## src/rtl/rr_arb4_v.sv

```systemverilog
// rr_arb4_v: four-requester round-robin arbiter with a bounded hold time.
// It issues a registered one-hot grant that selects the input of a shared
// downstream resource. A holder is forced off after HOLD_MAX cycles, but only
// while another requester is waiting. Every grant end is followed by exactly
// one idle turnaround cycle, so grants are never back to back.
module rr_arb4_v #(
    parameter int unsigned HOLD_MAX = 8
) (
    input  logic       i_clk,
    input  logic       i_rst,
    input  logic [3:0] i_req,
    output logic [3:0] o_gnt,
    output logic [1:0] o_gnt_id,
    output logic       o_busy,
    output logic       o_any_req
);

    typedef enum logic [0:0] {
        ST_IDLE  = 1'b0,
        ST_GRANT = 1'b1
    } state_t;

    // The last cycle of a contended grant. The counter is compared against this value.
    localparam logic [7:0] HOLD_LAST = 8'(HOLD_MAX - 1);
    localparam logic [7:0] CNT_SAT   = 8'd255;

    state_t     state_q;
    logic [1:0] ptr_q;
    logic [7:0] cnt_q;
    logic [3:0] gnt_q;
    logic [1:0] gnt_id_q;
    logic       busy_q;

    logic [1:0] win_d;
    logic       contend_s;

    // Convert a 2-bit index into a one-hot 4-bit vector.
    function automatic logic [3:0] onehot4(input logic [1:0] idx);
        logic [3:0] v;
        v = 4'b0000;
        v[idx] = 1'b1;
        return v;
    endfunction

    // Scan from ptr upward and wrap. Return the first requester found.
    // With no request set, it returns ptr. Callers only use the result when some request is set.
    function automatic logic [1:0] rr_pick(input logic [3:0] req, input logic [1:0] ptr);
        logic [1:0] idx;
        logic [1:0] pick;
        logic       found;
        pick  = ptr;
        found = 1'b0;
        for (int i = 0; i < 4; i++) begin
            idx = ptr + 2'(i);
            if (!found && req[idx]) begin
                pick  = idx;
                found = 1'b1;
            end else begin
                pick  = pick;
                found = found;
            end
        end
        return pick;
    endfunction

    // This flag decides preemption. It ignores the holder's own request bit.
    // While idle, gnt_id_q may name a requester that is still asserting, so the flag is only used in GRANT.
    assign win_d     = rr_pick(i_req, ptr_q);
    assign contend_s = |(i_req & ~onehot4(gnt_id_q));
    assign o_any_req = |i_req;

    // Arbitration FSM. All outputs are registered here. Reset clears the grant immediately.
    always_ff @(posedge i_clk or posedge i_rst) begin
        if (i_rst) begin
            state_q  <= ST_IDLE;
            ptr_q    <= 2'd0;
            cnt_q    <= 8'd0;
            gnt_q    <= 4'b0000;
            gnt_id_q <= 2'd0;
            busy_q   <= 1'b0;
        end else begin
            case (state_q)
                ST_IDLE: begin
                    if (|i_req) begin
                        state_q  <= ST_GRANT;
                        gnt_q    <= onehot4(win_d);
                        gnt_id_q <= win_d;
                        ptr_q    <= win_d + 2'd1;
                        cnt_q    <= 8'd0;
                        busy_q   <= 1'b1;
                    end else begin
                        state_q  <= ST_IDLE;
                        gnt_q    <= 4'b0000;
                        busy_q   <= 1'b0;
                    end
                end
                ST_GRANT: begin
                    if (!i_req[gnt_id_q]) begin
                        // The holder withdrew its request. This takes priority over preemption.
                        state_q <= ST_IDLE;
                        gnt_q   <= 4'b0000;
                        cnt_q   <= 8'd0;
                        busy_q  <= 1'b0;
                    end else if ((cnt_q == HOLD_LAST) && contend_s) begin
                        // The hold budget is used up and someone else is waiting.
                        state_q <= ST_IDLE;
                        gnt_q   <= 4'b0000;
                        cnt_q   <= 8'd0;
                        busy_q  <= 1'b0;
                    end else begin
                        // Keep the grant. The counter saturates so an uncontended holder never wraps.
                        state_q <= ST_GRANT;
                        busy_q  <= 1'b1;
                        if (cnt_q != CNT_SAT) begin
                            cnt_q <= cnt_q + 8'd1;
                        end else begin
                            cnt_q <= cnt_q;
                        end
                    end
                end
                default: begin
                    state_q <= ST_IDLE;
                    gnt_q   <= 4'b0000;
                    cnt_q   <= 8'd0;
                    busy_q  <= 1'b0;
                end
            endcase
        end
    end

    assign o_gnt    = gnt_q;
    assign o_gnt_id = gnt_id_q;
    assign o_busy   = busy_q;

endmodule

```

## config.mk

```make
export PLATFORM = sky130hd
export DESIGN_NAME = rr_arb4_v
export DESIGN_NICKNAME = d
export VERILOG_FILES = /design/src/rtl/rr_arb4_v.sv
export SDC_FILE = /design/constraint.sdc
export NUM_CORES = 1
export LEC_CHECK = 0
export CAP_MARGIN = 30
export CORE_MARGIN = 1
export CORE_UTILIZATION = 48
export CTS_CLUSTER_DIAMETER = 40
export DETAILED_ROUTE_END_ITERATION = 16
export PLACE_DENSITY = 0.74
export SETUP_SLACK_MARGIN = 0.5
export SLEW_MARGIN = 5
export SYNTH_ARGS = -nofsm -noshare
export SYNTH_HDL_FRONTEND = slang
export SYNTH_SLANG_ARGS = --single-unit
export TNS_END_PERCENT = 10
```

## constraint.sdc

```tcl
create_clock -name i_clk -period 1.76 [get_ports i_clk]
set_input_delay 0.352 -clock i_clk [delete_from_list [all_inputs] [get_ports i_clk]]
set_output_delay 0.352 -clock i_clk [all_outputs]
set_load 0.005 [all_outputs]
```

# == After elaboration in Yosys (flattened, before gate mapping) ==
# Index checks and enable logic that the tools add are counted.
# Widths: inputs -> output; s select.
# totals
ff_bits,17
in_bits,6
out_inout_bits,8
word_cells,72
# op_classes
add_sub_neg,5
magnitude_cmp,8
n_eq_ne,5
mux,33
n_bitwise,3
reduce_logical,13
# ops
operator,count
$mux 8,4
$lt 2x3->1 const B,6
$pmux 8 s2,1
$mux 1,13
$mux 4,3
$bmux 1 s2,5
$add 8x1->8 const B,1
$eq 8x3->1 const B,1
$ne 8x8->1 const B,1
$pmux 4 s2,1
$reduce_or 4->1,2
$logic_and 1x1->1,6
$mux 2,3
$add 2x1->2 const B,2
$add 2x2->2 const B,2
$and 4x4->4,1
$demux 1 s2,2
$ge 2x1->1 const B,2
$ne 4x2->1 const B,1
$not 4->4,1
$reduce_and 2->1,2
$logic_not 1->1,3
$ne 3x2->1 const B,1
$ne 2x2->1 const B,1
2 further kinds,2

# == Depth between registers and ports, before layout ==
# depth
depth_word,18
depth_mapped,7
depth_no_buf,6

# == Least setup slack after synthesis ==
# OpenSTA, ideal clock, no wires.
# synth_path
kind,flip-flop to flip-flop
start,register cnt_q[5]
end,register cnt_q[1]
setup_ns,0.122
arrival_ns,1.627
required_time_ns,1.638
setup_slack_ns,0.011
path_stages_with_launch,6
n_path_buf,0
period_less_slack_ns,1.749
path_cell_list,dfrtp_1 > or4_1 > nor3_2 > a31oi_4 > a31o_1 > a32o_1
# synth_via
elab_chain_len,5
word_cells_on_any_way,8
classes_between,3 x eq/ne; 3 x mux; 2 x reduce/logical
# synth_rtl
item,line_no,source
"start, declared",29,logic [7:0] cnt_q;
"start signal, assigned",115,cnt_q <= cnt_q + 8'd1;
"start signal, assigned",117,cnt_q <= cnt_q;
$eq 8x3->1,104,end else if ((cnt_q == HOLD_LAST) && contend_s) begin
$logic_and 1x1->1,104,
$mux 8,104,
$mux 8,98,if (!i_req[gnt_id_q]) begin
$pmux 8 s2,82,case (state_q)
# Parallel ways exist; a longest one is shown, timed or not.
# A chain may end at the register's enable or synchronous reset.

# == Final worst setup path ==
# layout_path
start,register gnt_id_q[0] (netlist: o_gnt_id[0])
end,register cnt_q[3]
# layout_via
elab_chain_len,11
word_cells_on_any_way,16
classes_between,2 x order compare; 1 x eq/ne; 7 x mux; 2 x bitwise; 4 x reduce/logical
# layout_rtl
item,line_no,source
"start, declared",31,logic [1:0] gnt_id_q;
"start signal, assigned",87,gnt_id_q <= win_d;
$lt 2x3->1 (implied by the code) / $ge 2x1->1 (equally long branches),41,v[idx] = 1'b1;
$logic_and 1x1->1 (implied by the code),41,
$mux 1 (implied by the code),41,
$demux 1 s2,41,
$not 4->4,69,assign contend_s = |(i_req & ~onehot4(gnt_id_q));
$and 4x4->4,69,
$reduce_or 4->1,69,
$logic_and 1x1->1,104,
$mux 8,104,
$mux 8,98,
$pmux 8 s2,82,
# Parallel ways exist; a longest one is shown, timed or not. The select of a mux whose other input is x is not followed.

==> results.toml <==
[drt]
drt-total-wl_um = 3070
routedWlPerCell_um = 16.1
dr.first_iter.drc_count = 33
drc_errors = 0
dr_total_vias = 1125
dr.pass1.iters = 4
post_drt_via_cell_ratio = 5.89
ant_nets = 0

[synthesis]
yosysUniqueCellTypes = 46
syn_nets = 127
yosysMostFrequentCell = "dfrtp_1"
async_reset_ff_share_pct = 100
synth_commonest_cells = "17 x dfrtp_1, 14 x nor2_1, 10 x a21oi_1, 9 x nand2_1"
syn-cell-area_um2 = 1090
synthTopCellsByArea = "dfrtp_1 39%, nor2_1 4.8%, a21oi_1 4.6%"
syn_avg_cell_area_um2 = 9.05
synth_ff_type = "dfrtp_1"
synth_largest_area_cell = "dfrtp_1"
synthCells = 120
synth_seq_cells = 17
synth_warnings = 0
ys_seq_area_share_pct = 39.2
synth_edf_count = 0
synth_top_area_share_pct = 39.2

[floorplanning]
row_count = 16
die_height_um = 49.6
dieWidth_um = 49.6
core_um2 = 2040
initial_core_util_pct = 53.2
die_area_um2 = 2460
io_pins = 14

[final_layout]
area_growth_pct = 46.4
fin_nets = 172
final_area_um2 = 1590
final_layout_size_suffix_gt1_share_pct = 44.5
antennaDiodeCount = 0

[setup_path]
reg2reg_from = "o_gnt_id[0]$_DFFE_PP0P_"
worstSetupPathType = "reg -> reg"
r2r_cells = 7
start_kind = "flop"
startpoint = "o_gnt_id[0]$_DFFE_PP0P_"
endpoint_kind = "flop"
cp.arrival_ps = 2110
crit_required_ps = 1990
reg2reg_slack_ps = -120
r2r_end = "cnt_q[3]$_DFFE_PP0P_"
cp_max_fo = 7

[sta]
setup_slack_ps = -117
period_minus_slack_ps = 1880
fin_setup_tns_ps = -685
final-max-slew-violation-count = 0
relSlewSlack_pct = 75.0
holdWs_ps = 336
max_freq_ghz = 0.533
rsz0062_at_grt = "true"
hold_viol_final = 0
setup_viol = 11
finalCritPeriodShare_pct = 107
tightest_slew_ps = 375
skew_ps = 7.03

[clocking]
cts-buffers-inserted = 3
cts_root_buffer = "clkbuf_4"
clk_pin_slew_worst_paths_ps = 110
clockBufferDepth = 2
htree_levels = 1
cts_sinks = 17
clk_latency_ps = 310
cts_tree = "done"

[status]
status = "complete, but fails checks"
violations = "setup timing"

[power]
power_frac_comb_pct = 57.6
p_leak_nw = 0.708
switchingPower_mw = 0.806
pwr_density_cell_nw_per_um2 = 1330
internal-power_mw = 1.32
ir_drop_uv = 1040
switching_share_pct = 38.0
p_clk_share_pct = 10.7
seq_power_share_pct = 31.7

[flow_run]
maxCapViolations = 0

[placement]
place_hpwl_um = 1920
place_area_um2 = 1430
io_buffers = 13
gp_congestion = 0.899

[global_route]
grt_pass1_vias = 996
grt_start_max_net_pins = 18
grt_pass1_wl_um = 4570
globalRouteOverflowTotal = 0
antenna_found_initial = 0
grt_usage_pct = 25.0

[hold_path]
hp-class = "in -> async"
-- critical path, cell delays in order (launching register included) --
cell and delay (ps):
dfrtp_1 410, or4b_4 490, a2bb2oi_4 160, a31oi_4 240, buf_6 140, clkbuf_16 130
a21oi_1 70, nor2_1 150
-- state kept, by name, summed over array words and instances (netlist names) --
| name | flops |
|---|---|
| cnt_q | 8 |
| o_busy | 1 |
| o_gnt | 4 |
| o_gnt_id | 2 |
| ptr_q | 2 |
-- per-layer routing --
layer  vias up  share of wire [%]  global-route usage (%)
li1        530                  -                       -
met1       537                 43                    31.9
met2        47                 49                    41.4
met3        11                5.7                    5.56
met4         0                2.2                    8.57
met5         -                  0                       0
-- power by group through the flow --
stage	Combinational, mW	Sequential [mW]	Clock [mW]
finish	1.22	0.673	0.226
global route	1.30	0.687	0.244
CTS	1.01	0.668	0.234
detailed placement	0.978	0.667	0
global placement	0.949	0.657	0
floorplan	0.544	0.644	0
-- what timing repair did --
action	in CTS	in global routing
hold buffers	0	0
endpoints found under the setup margin	25	21
gates cloned	0	1
buffers inserted	4	4
pin swaps	10	11
resized for setup	53	13
-- stage by stage --
step | power (mW) | std cells | worst slack [ps] | utilization, %
after global placement | 1.61 | 178 | -392 | 69.8
after CTS | 1.91 | 186 | -119 | 72.8
after detailed placement | 1.64 | 178 | -431 | 69.8
after global routing | 2.24 | 191 | -161 | 77.9
final | 2.12 | 191 | -117 | 77.9
after floorplan | 1.19 | 120 | 11.2 | -
-- layout by cell type, fill, tap and decap left out, types with 2 or more instances in the layout --
cell type        instances
clkbuf_4                 3
inv_1                    5
o21ai_0                  2
o21ai_2                  2
nand2b_1                 3
nor2_1                  14
nand4_1                  2
nor3_1                   2
a21oi_1                  8
o21ai_1                  2
and3_1                   2
a21o_1                   2
buf_4                   27
buf_12                   2
nor2b_2                  2
dfrtp_1                 16
nand3_1                  3
buf_2                    8
a22o_1                   3
buf_6                    6
nand2_1                  8
a21oi_2                  5
clkdlybuf4s50_1          2
-- kinds of logic after synthesis --
group           after synthesis  share of synthesized area [%]
compound gates               38                           26.3
fa+ha+maj                     1                           1.15
buf+inv                      13                           5.88
flops                        17                           39.2
mux                           3                           4.03
simple gates                 48                           23.5
-- how the worst max path moves through the flow --
| stage | endpoint | slack (ps) | depth (start not counted) |
|---|---|---|---|
| after global placement | o_any_req | -390 | 5 |
| final | cnt_q[3]$_DFFE_PP0P_ | -120 | 7 |
| after global routing | cnt_q[3]$_DFFE_PP0P_ | -160 | 7 |
| after CTS | cnt_q[1]$_DFFE_PP0P_ | -120 | 6 |
| after floorplan | cnt_q[1]$_DFFE_PP0P_ | 10 | 5 |
| after detailed placement | o_gnt[1]$_DFFE_PP0P_ | -430 | 8 |
-- area by class of cell --
class	instances	area, um^2
clock buffer	3	22.5
clock inverter	1	7.51
fill	140	452
inverter	5	18.8
multi-input combinational	90	666
sequential	17	427
tap	27	33.8
timing repair buffer	48	415
No activity file was read; power rests on OpenSTA's default activity.
